===== src/rtl/stack_program_sequencer.sv =====
// Program sequencer that feeds (opcode, operand) words from a small flop memory to the stack machine.
// Optional macro SINGLE_STEP_EN adds a 'step' input that gates instruction issue in RUN.
module stack_program_sequencer #(
  parameter int N  = 8,
  parameter int D  = 16,
  parameter int AW = 4
) (
  input  logic          clk,
  input  logic          rst,
  input  logic          load_en,
  input  logic [AW-1:0] load_addr,
  input  logic [2:0]    load_op,
  input  logic [N-1:0]  load_data,
  input  logic          start,
  input  logic [N-1:0]  result_in,
`ifdef SINGLE_STEP_EN
  input  logic          step,
`endif
  output logic [N-1:0]  x,
  output logic [2:0]    opcode,
  output logic [AW-1:0] pc,
  output logic          busy,
  output logic          done,
  output logic [N-1:0]  result,
  output logic          result_valid
);

  typedef enum logic [1:0] {S_IDLE, S_RUN, S_DRAIN, S_DONE} state_t;

  localparam logic [2:0]    OP_HALT = 3'd7;
  localparam logic [AW-1:0] LAST    = AW'(D - 1);

  state_t        r_state, w_state_nxt;
  logic [2:0]    r_mem_op   [D];
  logic [N-1:0]  r_mem_data [D];
  logic [AW-1:0] r_pc, w_pc_nxt;
  logic [2:0]    r_op, w_op_nxt;
  logic [N-1:0]  r_x, w_x_nxt;
  logic          r_wrap, w_wrap_nxt;
  logic          r_done, w_done_nxt;
  logic [N-1:0]  r_result, w_result_nxt;
  logic          r_rv, w_rv_nxt;
  logic          w_idle;
  logic          w_step;
  logic [2:0]    w_word_op;
  logic [N-1:0]  w_word_data;

`ifdef SINGLE_STEP_EN
  assign w_step = step;
`else
  assign w_step = 1'b1;
`endif

  assign w_idle      = (r_state == S_IDLE) || (r_state == S_DONE);
  assign w_word_op   = r_mem_op[r_pc];
  assign w_word_data = r_mem_data[r_pc];

  always_ff @(posedge clk or negedge rst) begin
    if (!rst) begin
      for (int i = 0; i < D; i++) begin
        r_mem_op[i]   <= OP_HALT;
        r_mem_data[i] <= '0;
      end
    end else if (load_en && w_idle) begin
      r_mem_op[load_addr]   <= load_op;
      r_mem_data[load_addr] <= load_data;
    end
  end

  always_ff @(posedge clk or negedge rst) begin
    if (!rst) begin
      r_state  <= S_IDLE;
      r_pc     <= '0;
      r_op     <= '0;
      r_x      <= '0;
      r_wrap   <= 1'b0;
      r_done   <= 1'b0;
      r_result <= '0;
      r_rv     <= 1'b0;
    end else begin
      r_state  <= w_state_nxt;
      r_pc     <= w_pc_nxt;
      r_op     <= w_op_nxt;
      r_x      <= w_x_nxt;
      r_wrap   <= w_wrap_nxt;
      r_done   <= w_done_nxt;
      r_result <= w_result_nxt;
      r_rv     <= w_rv_nxt;
    end
  end

  always_comb begin
    w_state_nxt  = r_state;
    w_pc_nxt     = r_pc;
    w_op_nxt     = 3'd0;
    w_x_nxt      = '0;
    w_wrap_nxt   = r_wrap;
    w_done_nxt   = 1'b0;
    w_result_nxt = r_result;
    w_rv_nxt     = r_rv;
    case (r_state)
      S_IDLE, S_DONE: begin
        if (start) begin
          w_state_nxt = S_RUN;
          w_pc_nxt    = '0;
          w_rv_nxt    = 1'b0;
          w_wrap_nxt  = 1'b0;
        end
      end
      S_RUN: begin
        if (w_step) begin
          // After the last word the wrap flag acts as a HALT slot, so the
          // stack machine consumes that word before the result is captured.
          if (r_wrap || (w_word_op == OP_HALT)) begin
            w_state_nxt = S_DRAIN;
          end else begin
            w_op_nxt = w_word_op;
            w_x_nxt  = w_word_data;
            w_pc_nxt = r_pc + AW'(1);
            if (r_pc == LAST) w_wrap_nxt = 1'b1;
          end
        end
      end
      S_DRAIN: begin
        w_result_nxt = result_in;
        w_rv_nxt     = 1'b1;
        w_done_nxt   = 1'b1;
        w_state_nxt  = S_DONE;
      end
      default: w_state_nxt = S_IDLE;
    endcase
  end

  assign x            = r_x;
  assign opcode       = r_op;
  assign pc           = r_pc;
  assign busy         = (r_state == S_RUN) || (r_state == S_DRAIN);
  assign done         = r_done;
  assign result       = r_result;
  assign result_valid = r_rv;

endmodule


===== config.mk =====
export PLATFORM = sky130hd
export DESIGN_NAME = stack_program_sequencer
export DESIGN_NICKNAME = d
export VERILOG_FILES = /design/src/rtl/stack_program_sequencer.sv
export SDC_FILE = /design/constraint.sdc
export NUM_CORES = 1
export LEC_CHECK = 0
export CORE_MARGIN = 3
export CORE_UTILIZATION = 60
export CTS_BUF_LIST = sky130_fd_sc_hd__clkbuf_2 sky130_fd_sc_hd__clkbuf_4 sky130_fd_sc_hd__clkbuf_8
export DETAILED_ROUTE_END_ITERATION = 16
export DONT_BUFFER_PORTS = 1
export GPL_ROUTABILITY_DRIVEN = 1
export PLACE_DENSITY_LB_ADDON = 0.08
export SYNTH_ARGS = -nofsm -noshare
export SYNTH_HDL_FRONTEND = slang
export SYNTH_SLANG_ARGS = --single-unit

===== constraint.sdc =====
create_clock -name clk -period 2.4 [get_ports clk]
set_input_delay 0.36 -clock clk [delete_from_list [all_inputs] [get_ports clk]]
set_output_delay 0.36 -clock clk [all_outputs]
set_load 0.02 [all_outputs]

==> out/metrics.csv <==
metric;value;unit
seqPwrFrac;0.468;
grt_pass1_wl;32.6;mm
detail_route.vias_per_cell;6.29;
cts.sinks;204;
clock.fmax;430;MHz
swShare;0.289;
first_pass_iters;4;
cts_root_buf;clkbuf_8;
post_drt_wl_per_cell;24.6;um
synth_top_family_by_area;multiplexers;
reg2reg_setup_slack;0.08;ns
maxCapViolCount;0;
worstSetupStartpointType;flop;
rr_startpoint;pc[0]$_DFFE_PN0P_;
yosys_warnings;0;
tightest_slew;0.648;ns
hpwl;12.4;mm
drive_above_1_share;0.597;
switchingPower;4.05;mW
finalSetupViolCount;0;
crit_end;r_state[1]$_DFFE_PN0P_;
gp_congestion;0.810;
outcome;complete, but fails checks;
nFillCells;978;
synthAdderAreaFrac;0.00544;
finalCritPeriodShare;0.968;
period_needed;2.32;ns
clk-insertion-delay-late;0.51;ns
synthSimpleGateAreaFrac;0.0382;
ir_worst_vdd;0.727;mV
finClkSkew;0.0243;ns
n_antenna_cell;0;
syn2layout_area_growth;14.2;%
drcViolationCount;0;
ys_seq_area_frac;0.562;
track_usage;0.257;
vias;5287;
antenna_found_initial;1;
grt_max_degree;205;
synth_mux_area_frac;0.356;
io_pins;53;
die_w;130;um
place_area;9490;um^2
syn_area;9190;um^2
grt_pass1_vias;5691;
htree_levels;2;
clk_pin_slew;0.06;ns
drt.antenna.violating_nets;0;
chipHeight;130;um
cts-buffers-inserted;35;
cp-end-kind;flop;
final_cell_area;10500;um^2
yosys-top-cells-area;dfrtp_1 42%, mux2_2 23%, dfstp_2 14%;
crit_type;flop to flop;
critPathArrivalTime;2.70;ns
worstRegToRegCells;6;
regToRegEndpoint;r_state[1]$_DFFE_PN0P_;
synth-seq-cells;204;
rsz0062_at_grt;no;
grt_overflow_total;0;
start_util;0.623;
violations;hold timing;
yosys.area.top_type;dfrtp_1;
core_area;14800;um^2
cts_tree;yes;
io_buffer_count;0;
fp.dieArea;16800;um^2
std_cell_rows;44;
drt-total-wl;20.7;mm
synthDistinctLibCells;38;
avgSynthCellArea;15.9;um^2
syn-num-nets;610;
hold_class;input pin to asynchronous set/reset pin;
netlist_instances;579;
intPower;9.95;mW
critPathLaunch;pc[0]$_DFFE_PN0P_;
synthXorXnorAreaFrac;0;
finalHoldViolCount;204;
crit_path_max_fanout;8;
relSlewSlack;0.563;
drv_slew;0;
cts_buffer_depth;3;
drt_iter0_drc;438;
p_per_area;1330;nW/um^2
synth-compound-area-share;0.0144;
power_frac_comb;0.305;
final_nets;663;
holdWs;-0.443;ns
p_clk_frac;0.227;
netlist.area_leader.share;0.425;
crit_required;2.78;ns
power_leakage;4.53;nW
[layer usage]
| layer | global-route usage | wire length (um) | vias to the layer above |
|---|---|---|---|
| li1 | - | - | 2258 |
| met4 | 0.0581 | 236 | 0 |
| met2 | 0.389 | 9580 | 159 |
| met1 | 0.387 | 9460 | 2847 |
| met5 | 0 | 0 | - |
| met3 | 0.0614 | 1390 | 23 |
[power groups by stage]
stage | Clock [mW] | Sequential (mW) | Combinational [mW]
after floorplan | 0 | 6.21 | 3.50
after global placement | 0 | 6.51 | 3.97
after detailed placement | 0 | 6.60 | 4.18
after CTS | 3.26 | 6.54 | 4.27
after global routing | 3.42 | 6.76 | 4.62
final | 3.17 | 6.56 | 4.28
[worst max-delay path, cell delays in order (launching register included)]
cell      delay, ns
dfrtp_4        0.50
mux4_2         0.53
mux4_2         0.52
clkinv_2       0.10
o311ai_4       0.15
buf_4          0.18
a22o_1         0.22
[worst min path at each step]
| stage | from | slack [ns] | to | cells after the start |
|---|---|---|---|---|
| 4_1_cts | rst | -0.47 | r_mem_data[36]$_DFFE_PN0P_ | 0 |
| 3_5_place_dp | rst | 0.07 | r_mem_data[89]$_DFFE_PN0P_ | 0 |
| 2_1_floorplan | rst | 0.06 | done$_DFF_PN0_ | 0 |
| 3_3_place_gp | rst | 0.07 | r_mem_data[121]$_DFFE_PN0P_ | 0 |
| 6_report | rst | -0.44 | r_mem_data[89]$_DFFE_PN0P_ | 0 |
| 5_1_grt | rst | -0.48 | r_mem_data[98]$_DFFE_PN0P_ | 0 |
[layout make-up]
class,instances,area [um^2],share of cell area
sequential,204,5170,0.492
multi-input combinational,325,3820,0.364
clock buffer,58,704,0.0671
timing repair buffer,59,522,0.0497
tap,184,230,0.0219
inverter,7,27.5,0.00262
clock inverter,4,20.0,0.00191
[kinds of logic after synthesis]
| logic type | count (synthesis) |
|---|---|
| AOI/OAI and AO/OA | 16 |
| adders and majority gates | 4 |
| buffers and inverters | 50 |
| DFF | 204 |
| muxes | 238 |
| and+or+nand+nor | 67 |
[cell usage after synthesis, drive strengths merged]
library cell / number
a211o: 1
a21boi: 1
a21o: 1
a21oi: 3
a22o: 1
a31oi: 3
and3: 1
and4: 2
and4bb: 1
buf: 18
clkbuf: 25
clkinv: 1
dfrtp: 156
dfstp: 48
ha: 4
inv: 6
mux2: 184
mux2i: 1
mux4: 53
nand2: 15
nand2b: 4
nand3: 3
nand4: 4
nand4b: 2
nor2: 16
nor2b: 10
nor3: 4
nor4: 2
o211ai: 2
o21ai: 2
o311ai: 1
o41ai: 1
or3: 1
or4: 2
[repair_timing]
action                                 CTS  global route
setup endpoints to repair                3            10
buffers inserted                         1             2
hold buffers                            20             5
pin swaps                                1             1
cloned                                   0             0
endpoints found under the hold margin  331           209
gates resized for setup                  0             3
[sequential cells by signal, indices dropped and copies added (netlist names), 2 cells and up]
register    cells
r_mem_data    128
r_mem_op       48
result          8
x               8
pc              4
opcode          3
r_state         2
[layout by cell type (no fill, tap or decap), types with 2 or more instances in the layout]
cell / n
nor3_1: 3
nand3_1: 3
nand2_1: 15
clkinv_2: 5
a31oi_1: 2
mux2_2: 184
clkbuf_4: 15
a21oi_1: 3
inv_1: 5
dfstp_2: 48
ha_1: 4
nand4_1: 4
nand4b_1: 2
o21ai_0: 2
and4_2: 2
buf_4: 32
nor2_1: 16
o211ai_1: 2
nor2b_1: 10
or4_1: 2
mux4_2: 53
clkbuf_8: 43
dfrtp_1: 154
dlygate4sd3_1: 25
nand2b_1: 4
[through the flow]
stage | util | total power [mW] | std cells | setup TNS, ns | setup slack, ns
2_1_floorplan | - | 9.71 | 579 | 0 | 0.0246
3_3_place_gp | 0.643 | 10.5 | 751 | 0 | 0.0771
3_5_place_dp | 0.643 | 10.8 | 751 | -0.0000537 | -0.0000537
4_1_cts | 0.707 | 14.1 | 834 | 0 | 0.0220
5_1_grt | 0.711 | 14.8 | 841 | 0 | 0.00142
6_report | 0.711 | 14.0 | 841 | 0 | 0.0767
No activity file was read; power rests on OpenSTA's default activity.
